`config.mk`:
```
export PLATFORM = sky130hd
export DESIGN_NAME = selection_sort_engine
export DESIGN_NICKNAME = d
export VERILOG_FILES = /design/src/rtl/sort_pkg.sv /design/src/rtl/sort_cmp.sv /design/src/rtl/selection_sort_engine.sv
export SDC_FILE = /design/constraint.sdc
export NUM_CORES = 1
export LEC_CHECK = 0
export CAP_MARGIN = 20
export CORE_MARGIN = 2
export CORE_UTILIZATION = 51
export DETAILED_ROUTE_END_ITERATION = 16
export PLACE_DENSITY = 0.85
export SYNTH_ARGS = -nofsm -noshare
export SYNTH_HDL_FRONTEND = slang
export SYNTH_SLANG_ARGS = --single-unit
```
`constraint.sdc`:
```
create_clock -name clk -period 3.9 [get_ports clk]
set_input_delay 0.975 -clock clk [delete_from_list [all_inputs] [get_ports clk]]
set_output_delay 0.975 -clock clk [all_outputs]
set_load 0.02 [all_outputs]
```
`src/rtl/sort_pkg.sv`:
```
// sort_pkg
//   Shared definitions for the selection sorter family: the controller state
//   encoding and the named sort-order constants used on the descending input.
//   No ports; imported by sort_cmp and selection_sort_engine.
package sort_pkg;

  typedef enum logic [3:0] {
    IDLE,
    RD_I,
    RD_J,
    CMP,
    WR_I,
    WR_J,
    NEXT_I,
    DONE
  } sort_state_t;

  localparam logic ORDER_ASC  = 1'b0;
  localparam logic ORDER_DESC = 1'b1;

endpackage

```
`src/rtl/sort_cmp.sv`:
```
// sort_cmp
//   Combinational "is the candidate a better pick than the current best" test
//   for selection-style sorters. Strictly-better only, so equal keys never
//   displace the earlier element and the first occurrence wins.
// Ports
//   a       in   DATA_W  candidate value
//   b       in   DATA_W  current best value
//   desc    in   1       ORDER_DESC: larger is better, ORDER_ASC: smaller is better
//   better  out  1       candidate should replace the current best
module sort_cmp
  import sort_pkg::*;
#(
  parameter int DATA_W = 16,
  parameter bit SIGNED = 1'b0
) (
  input  logic [DATA_W-1:0] a,
  input  logic [DATA_W-1:0] b,
  input  logic              desc,
  output logic              better
);

  logic lt;
  logic gt;

  // SIGNED is elaboration-time, so only one comparator pair survives synthesis.
  always_comb begin
    if (SIGNED) begin
      lt = $signed(a) < $signed(b);
      gt = $signed(a) > $signed(b);
    end else begin
      lt = a < b;
      gt = a > b;
    end
    better = (desc == ORDER_DESC) ? gt : lt;
  end

endmodule

```
`src/rtl/selection_sort_engine.sv`:
```
// selection_sort_engine
//   In-place selection sort of len words starting at base_addr in an external
//   single-port memory. Each outer pass scans for the best remaining element
//   and performs at most one swap. Every memory access is a req/rdy handshake
//   so wait-state memories work unchanged.
// Ports
//   clk, rst              clock, synchronous active-high reset
//   start                 one-cycle request, only honoured in IDLE
//   descending            sort order, latched at start
//   base_addr, len        region start and element count, latched at start
//   mem_rd, mem_wr        access requests, held until mem_rdy
//   mem_addr, mem_wdata   access address / write data, stable while pending
//   mem_rdata, mem_rdy    read data and access-complete strobe
//   busy, done            sort in progress / one-cycle completion pulse
//   swap_cnt              swaps performed by the current or last sort
module selection_sort_engine
  import sort_pkg::*;
#(
  parameter int DATA_W = 16,
  parameter int ADDR_W = 8,
  parameter bit SIGNED = 1'b0
) (
  input  logic              clk,
  input  logic              rst,
  input  logic              start,
  input  logic              descending,
  input  logic [ADDR_W-1:0] base_addr,
  input  logic [ADDR_W-1:0] len,
  output logic              mem_rd,
  output logic              mem_wr,
  output logic [ADDR_W-1:0] mem_addr,
  output logic [DATA_W-1:0] mem_wdata,
  input  logic [DATA_W-1:0] mem_rdata,
  input  logic              mem_rdy,
  output logic              busy,
  output logic              done,
  output logic [ADDR_W-1:0] swap_cnt
);

  localparam logic [ADDR_W-1:0] ONE = ADDR_W'(1);
  localparam logic [ADDR_W-1:0] TWO = ADDR_W'(2);

  sort_state_t state;
  sort_state_t next_state;

  logic              desc_q;
  logic [ADDR_W-1:0] base_q;
  logic [ADDR_W-1:0] len_q;
  logic [ADDR_W-1:0] i_q;
  logic [ADDR_W-1:0] j_q;
  logic [ADDR_W-1:0] best_idx;
  logic [DATA_W-1:0] best_val;
  logic [DATA_W-1:0] cur_i_val;
  logic [DATA_W-1:0] cand;
  logic              better;
  logic              last_j;
  logic              last_i;
  logic              no_swap;

  sort_cmp #(
    .DATA_W(DATA_W),
    .SIGNED(SIGNED)
  ) u_cmp (
    .a     (cand),
    .b     (best_val),
    .desc  (desc_q),
    .better(better)
  );

  // j never exceeds len-1 and i never exceeds len-2, so with len capped at
  // 2^ADDR_W-1 both counters fit in ADDR_W bits without wrapping.
  assign last_j  = (j_q == len_q - ONE);
  assign last_i  = (i_q == len_q - TWO);
  assign no_swap = (best_idx == i_q);

  always_ff @(posedge clk) begin
    if (rst) begin
      state <= IDLE;
    end else begin
      state <= next_state;
    end
  end

  // Access states only advance on mem_rdy; CMP and NEXT_I are single-cycle.
  always_comb begin
    next_state = state;
    case (state)
      IDLE:   if (start) next_state = (len <= ONE) ? DONE : RD_I;
      RD_I:   if (mem_rdy) next_state = RD_J;
      RD_J:   if (mem_rdy) next_state = CMP;
      CMP:    next_state = last_j ? WR_I : RD_J;
      WR_I: begin
        if (no_swap) begin
          next_state = NEXT_I;
        end else if (mem_rdy) begin
          next_state = WR_J;
        end
      end
      WR_J:   if (mem_rdy) next_state = NEXT_I;
      NEXT_I: next_state = last_i ? DONE : RD_I;
      DONE:   next_state = IDLE;
      default: next_state = IDLE;
    endcase
  end

  // Datapath registers. The value originally at position i is kept in
  // cur_i_val so the swap can finish without re-reading memory.
  always_ff @(posedge clk) begin
    if (rst) begin
      desc_q    <= ORDER_ASC;
      base_q    <= '0;
      len_q     <= '0;
      i_q       <= '0;
      j_q       <= '0;
      best_idx  <= '0;
      best_val  <= '0;
      cur_i_val <= '0;
      cand      <= '0;
      swap_cnt  <= '0;
    end else begin
      case (state)
        IDLE: begin
          if (start) begin
            desc_q   <= descending;
            base_q   <= base_addr;
            len_q    <= len;
            i_q      <= '0;
            swap_cnt <= '0;
          end
        end
        RD_I: begin
          if (mem_rdy) begin
            best_val  <= mem_rdata;
            cur_i_val <= mem_rdata;
            best_idx  <= i_q;
            j_q       <= i_q + ONE;
          end
        end
        RD_J: begin
          if (mem_rdy) cand <= mem_rdata;
        end
        CMP: begin
          if (better) begin
            best_val <= cand;
            best_idx <= j_q;
          end
          if (!last_j) j_q <= j_q + ONE;
        end
        WR_J: begin
          if (mem_rdy) swap_cnt <= swap_cnt + ONE;
        end
        NEXT_I: begin
          if (!last_i) i_q <= i_q + ONE;
        end
        default: ;
      endcase
    end
  end

  // Memory port mux. Outputs depend only on state and registers, so address
  // and data stay put for as long as a request waits for mem_rdy.
  always_comb begin
    mem_rd    = 1'b0;
    mem_wr    = 1'b0;
    mem_addr  = '0;
    mem_wdata = '0;
    busy      = (state != IDLE) && (state != DONE);
    done      = (state == DONE);
    case (state)
      RD_I: begin
        mem_rd   = 1'b1;
        mem_addr = base_q + i_q;
      end
      RD_J: begin
        mem_rd   = 1'b1;
        mem_addr = base_q + j_q;
      end
      WR_I: begin
        if (!no_swap) begin
          mem_wr    = 1'b1;
          mem_addr  = base_q + i_q;
          mem_wdata = best_val;
        end
      end
      WR_J: begin
        mem_wr    = 1'b1;
        mem_addr  = base_q + best_idx;
        mem_wdata = cur_i_val;
      end
      default: ;
    endcase
  end

endmodule

```
==> flow_metrics.env, run 1 <==
export IMPL_async_reset_ff_frac=0
export IMPL_layout_cells_most_common="nand2_1"
export IMPL_io_pins=73
export IMPL_tightestPinTransition_ns=1.02
export IMPL_post_synth_top_area_cell="dfxtp_1"
export IMPL_ys_top_cells_by_area="dfxtp_1 (32%), nand2_1 (12%), ha_1 (7.2%)"
export IMPL_gr_total_overflow=0
export IMPL_syn_area_per_cell_um2=7.53
export IMPL_fmax_mhz=258
export IMPL_syn_instance_count=830
export IMPL_rsz0062_at_grt="yes"
export IMPL_synth_top_area_share=0.320
export IMPL_area_growth_pct=19.4
export IMPL_cts_path_max_buffers=2
export IMPL_cts_buffers=9
export IMPL_final_area_um2=7470
export IMPL_whs_path_depth=2
export IMPL_p_sw_frac=0.337
export IMPL_cts_tree="yes"
export IMPL_cp_arrival_ns=2.90
export IMPL_grt_max_degree=94
export IMPL_fin_ws_ns=0.0262
export IMPL_grt_usage=0.264
export IMPL_synth_adder_area_share=0.0785
export IMPL_synth_edf_count=0
export IMPL_fp_dieH_um=115
export IMPL_fill_cells=988
export IMPL_synth_xor_area_frac=0.0743
export IMPL_vdd_drop_max_uv=189
export IMPL_dr_pass1_iters=5
export IMPL_wl_met2_um=7960
export IMPL_status="finished, final reports clean"
export IMPL_yosysSeqAreaShare=0.320
export IMPL_synth_compound_area_frac=0.195
export IMPL_drcViolationCount=0
export IMPL_p_total_w=0.00289
export IMPL_min_to="cur_i_val[14]"
export IMPL_drt_wirelength_per_cell_um=16.3
export IMPL_wl_um=17000
export IMPL_top_regs="best_val (16), cand (16), cur_i_val (16)"
export IMPL_setup_violations=0
export IMPL_dp_final_hpwl_um=11500
export IMPL_finClkSkew_ns=0.00597
export IMPL_root_buffer="clkbuf_16"
export IMPL_drive_gt1_frac=0.0962
export IMPL_switching_power_w=0.000973
export IMPL_seq_power_share=0.410
export IMPL_mostFrequentLayoutCells="nand2_1 (197), dfxtp_1 (98), a21oi_1 (76), clkdlybuf4s50_1 (66), nor2_1 (63)"
export IMPL_whs_ns=0.457
export IMPL_grt_pass1_wl_um=28100
export IMPL_cts_hold_buf=0
export IMPL_timing_reg2reg_setup_slack_ns=0.79
export IMPL_synthSimpleGateAreaFrac=0.245
export IMPL_synth_fp_nets=905
export IMPL_dieArea_um2=13200
export IMPL_min_period_ns=3.87
export IMPL_relSlewSlack=0.317
export IMPL_place_ws_ns=-0.139
export IMPL_r2r_cells=10
export IMPL_hold_viol_final=0
export IMPL_clock_sinks=100
export IMPL_vias=6109
export IMPL_fin_crit_sh=0.993
export IMPL_min_from="cur_i_val[14]"
export IMPL_netlist_area_um2=6250
export IMPL_antenna_cells=0
export IMPL_grt_pass1_vias=5763
export IMPL_critPathMaxFanout=4
export IMPL_first_iter_violations=606
export IMPL_core_um2=12000
export IMPL_nets=964
export IMPL_wl_met1_um=7350
export IMPL_ant_nets=0
export IMPL_startpoint="state[1]"
export IMPL_top_layer="met4"
export IMPL_synth_distinct_cells=69
export IMPL_p_comb_frac=0.287
export IMPL_powerDensity_nw_per_um2=387
export IMPL_power_frac_clock=0.303
export IMPL_viasPerCell=5.87
export IMPL_rr_startpoint="best_val[1]"
export IMPL_ys_warnings_count=0
export IMPL_dieWidth_um=115
export IMPL_rows=40
export IMPL_dpl_instance_area_um2=7100
export IMPL_dr_wl_met3_um=1330
export IMPL_synth_mux_area_frac=0.0192
export IMPL_power_internal_w=0.00191
export IMPL_r2r_end="best_idx[7]"
export IMPL_final_max_slew_viol_count=0
export IMPL_endpoint_kind="output port"
export IMPL_grt_antenna_before_repair=0
export IMPL_ys_dominant_reg_cell="dfxtp_1"
export IMPL_cap_violations=0
export IMPL_path_clk_slew_ns=0.07
export IMPL_leakage_nw=2.85
export IMPL_final_core_util=0.622
export IMPL_synth_seq_cells=100
export IMPL_start_kind="register"
export IMPL_worstSetupPathType="register to output port"
export IMPL_place_congestion=0.896
export IMPL_clk_latency_ns=0.35
export IMPL_start_util=0.520
export IMPL_port_buffer_count=72
export IMPL_cts_max_level=3
export IMPL_hp_class="register to register"
export IMPL_synth_top_family_by_area="simple AND/OR/NAND/NOR gates"
export IMPL_required_ns=2.92
[critical path: stages, from the launching register on]
cell	delay, ns
dfxtp_1	0.33
and3b_2	0.26
mux2_4	0.21
ha_2	0.17
inv_1	0.05
fa_1	0.40
buf_4	0.15
xor2_1	0.14
o21ai_0	0.19
clkdlybuf4s50_1	0.64
[worst max-delay path by stage]
stage | endpoint | slack, ns | depth (start not counted)
after floorplan | mem_addr[7] | 0.01 | 11
after global placement | mem_addr[7] | -0.09 | 11
after detailed placement | mem_addr[7] | -0.14 | 11
after CTS | mem_addr[7] | -0.03 | 11
after global routing | mem_addr[7] | -0.12 | 11
final | mem_addr[2] | 0.03 | 9
[timing repair]
action	in CTS	in global routing
endpoints found under the setup margin	5	11
cloned	0	0
gates resized for setup	15	12
pin swaps	0	7
setup buffers	0	3
[final cells by class]
cell class	instances	area, µm²	area share
timing repair buffer	108	992	0.133
sequential	100	2000	0.268
inverter	31	116	0.0156
multi-input combinational	639	3880	0.520
clock buffer	11	253	0.0339
clock inverter	5	35.0	0.00469
tap	147	184	0.0246
[Yosys cell counts (all sizes together) (6+ instances only)]
cell,number
a21oi,79
a21o,6
nand3,17
o21ai,35
inv,31
buf,16
nor3,16
nand4,8
xnor2,35
a311oi,24
mux2,8
nand2,197
ha,36
nor2,63
clkbuf,42
o32ai,6
xor2,18
dfxtp,100
and3,10
[cell families (layout without fill, tap and decap cells)]
| logic type | after synthesis | count (layout) |
|---|---|---|
| fa+ha+maj | 38 | 38 |
| xor+xnor | 53 | 53 |
| compound gates | 189 | 189 |
| simple gates | 348 | 348 |
| flops | 100 | 100 |
| buf+inv | 91 | 155 |
| mux | 11 | 11 |
[layer usage]
layer,vias to the layer above,global-route usage
met4,0,0.0908
li1,2966,-
met1,2826,0.357
met5,-,0
met2,286,0.429
met3,31,0.0450
[power groups by stage]
stage          sequential (W)  clock [W]  combinational (W)
6_report              0.00119   0.000875           0.000828
5_1_grt               0.00120   0.000924           0.000927
4_1_cts               0.00118   0.000881           0.000812
3_5_place_dp          0.00120          0           0.000807
3_3_place_gp          0.00120          0           0.000785
2_1_floorplan         0.00118          0           0.000593
[metrics by stage]
step,instances,TNS [ns]
after global placement,1022,-0.126
after floorplan,830,0
after global routing,1041,-0.228
after detailed placement,1022,-0.251
final,1041,0
after CTS,1038,-0.0257
No activity file was read; power rests on OpenSTA's default activity.
==> run 2: changes to the inputs <==
- CORE_UTILIZATION: 51 -> 57
- PLACE_DENSITY: 0.85 -> 0.89
- clock period: 3.9 -> 4.43 ns (I/O delays scaled with it)
==> flow_metrics.env, run 2 (same netlist as run 1, synthesis figures left out) <==
export IMPL_start_kind="register"
export IMPL_relSlewSlack=0.363
export IMPL_viasPerCell=5.86
export IMPL_min_period_ns=4.21
export IMPL_wl_um=15800
export IMPL_rsz0062_at_grt="no"
export IMPL_postCtsSetupBuffers=0
export IMPL_vdd_drop_max_uv=213
export IMPL_setup_violations=0
export IMPL_top_regs="best_val (16), cand (16), cur_i_val (16)"
export IMPL_final_core_util=0.666
export IMPL_grt_pass1_wl_um=26200
export IMPL_cp_arrival_ns=3.10
export IMPL_grt_antenna_before_repair=0
export IMPL_antenna_cells=0
export IMPL_cts_path_max_buffers=2
export IMPL_grt_usage=0.276
export IMPL_grt_max_degree=49
export IMPL_fp_dieH_um=109
export IMPL_vias=5958
export IMPL_final_max_slew_viol_count=0
export IMPL_mostFrequentLayoutCells="nand2_1 (197), dfxtp_1 (100), a21oi_1 (77), clkdlybuf4s50_1 (67), nor2_1 (63)"
export IMPL_area_growth_pct=15.0
export IMPL_gr_total_overflow=0
export IMPL_path_clk_slew_ns=0.11
export IMPL_power_frac_clock=0.268
export IMPL_min_from="cur_i_val[3]"
export IMPL_min_to="cur_i_val[3]"
export IMPL_critPathMaxFanout=8
export IMPL_hold_viol_final=0
export IMPL_cts_hold_buf=0
export IMPL_worstSetupPathType="register to output port"
export IMPL_first_iter_violations=648
export IMPL_dp_cells=1001
export IMPL_p_sw_frac=0.351
export IMPL_r2r_end="j_q[1]"
export IMPL_io_pins=73
export IMPL_rr_startpoint="len_q[2]"
export IMPL_dieArea_um2=11800
export IMPL_clock_sinks=100
export IMPL_final_setup_tns_ns=0
export IMPL_clk_latency_ns=0.38
export IMPL_port_buffer_count=72
export IMPL_layout_cells_most_common="nand2_1"
export IMPL_core_um2=10800
export IMPL_nets=947
export IMPL_leakage_nw=2.74
export IMPL_drcViolationCount=0
export IMPL_required_ns=3.32
export IMPL_dp_final_hpwl_um=10900
export IMPL_p_total_w=0.00238
export IMPL_whs_path_depth=2
export IMPL_post_layout_nonfiller_instances=1017
export IMPL_start_util=0.579
export IMPL_drt_wirelength_per_cell_um=15.5
export IMPL_tightestPinTransition_ns=0.951
export IMPL_place_congestion=0.877
export IMPL_seq_power_share=0.438
export IMPL_dieWidth_um=109
export IMPL_rows=38
export IMPL_power_internal_w=0.00155
export IMPL_r2r_cells=9
export IMPL_switching_power_w=0.000836
export IMPL_finClkSkew_ns=0.0168
export IMPL_fmax_mhz=238
export IMPL_cap_violations=0
export IMPL_status="finished, final reports clean"
export IMPL_cts_buffers=9
export IMPL_endpoint_kind="output port"
export IMPL_root_buffer="clkbuf_8"
export IMPL_p_comb_frac=0.294
export IMPL_dr_pass1_iters=5
export IMPL_grt_pass1_vias=5756
export IMPL_hp_class="register to register"
export IMPL_drive_gt1_frac=0.0684
export IMPL_timing_reg2reg_setup_slack_ns=1.48
export IMPL_fin_crit_sh=0.950
export IMPL_cts_max_level=3
export IMPL_cts_tree="yes"
export IMPL_ant_nets=0
export IMPL_powerDensity_nw_per_um2=331
export IMPL_startpoint="state[2]"
## run 2: metrics by stage
step | setup WS (ns) | area [µm²] | hold slack (ns)
after floorplan | 0.162 | 6250 | 0.437
after global placement | 0.188 | 6980 | 0.444
after detailed placement | 0.144 | 6980 | 0.447
after CTS | 0.0129 | 7190 | 0.463
after global routing | 0.0530 | 7190 | 0.475
final | 0.220 | 7190 | 0.464
## run 2: power groups by stage
stage / Sequential, W / Clock, W / Combinational [W]
2_1_floorplan: 0.00104 / 0 / 0.000522
3_3_place_gp: 0.00106 / 0 / 0.000669
3_5_place_dp: 0.00106 / 0 / 0.000688
4_1_cts: 0.00104 / 0.000642 / 0.000695
5_1_grt: 0.00105 / 0.000670 / 0.000787
6_report: 0.00104 / 0.000639 / 0.000700
## run 2: final cells by class
cell class                      count  area [µm²]
Clock buffer                       10         138
Tap cell                          140         175
Fill cell                         881        3600
Clock inverter                      6        81.3
Multi-Input combinational cell    639        3830
Inverter                           31         116
Timing Repair Buffer               91         850
Sequential cell                   100        2000
## run 2: routing by layer
layer / wire length, µm / up-vias / global-route usage / part of all wire
met3: 1250 / 35 / 0.0514 / 0.079
met1: 7000 / 2725 / 0.363 / 0.44
met4: 340 / 0 / 0.108 / 0.022
met2: 7200 / 259 / 0.448 / 0.46
met5: 0 / - / 0 / 0
li1: - / 2939 / - / -
## run 2: worst max path at each step
stage	endpoint	cells after the start
CTS	mem_addr[7]	12
detailed placement	mem_addr[7]	12
finish	mem_addr[7]	12
global route	mem_addr[6]	14
global placement	mem_addr[7]	12
floorplan	mem_addr[7]	11
## run 2: critical path, cell delays in order (launching register included)
cell and delay [ns]:
dfxtp_1 0.36, and3b_1 0.24, buf_4 0.18, mux2_2 0.34, ha_1 0.20, a21o_1 0.17
a21oi_2 0.17, nor2b_1 0.06, o21a_1 0.19, o41a_1 0.33, xnor2_1 0.13, o21ai_0 0.15
clkbuf_2 0.20
## run 2: timing repair
action                                  CTS  global route
hold endpoints to repair                  0             0
gates resized for setup                   3             8
endpoints found under the setup margin    3             3
==> run 3: changes to the inputs <==
- CTS_CLUSTER_DIAMETER: not set -> 100
==> results of run 3 <==
The final DEF is identical to that of run 2; final timing and power are the same.
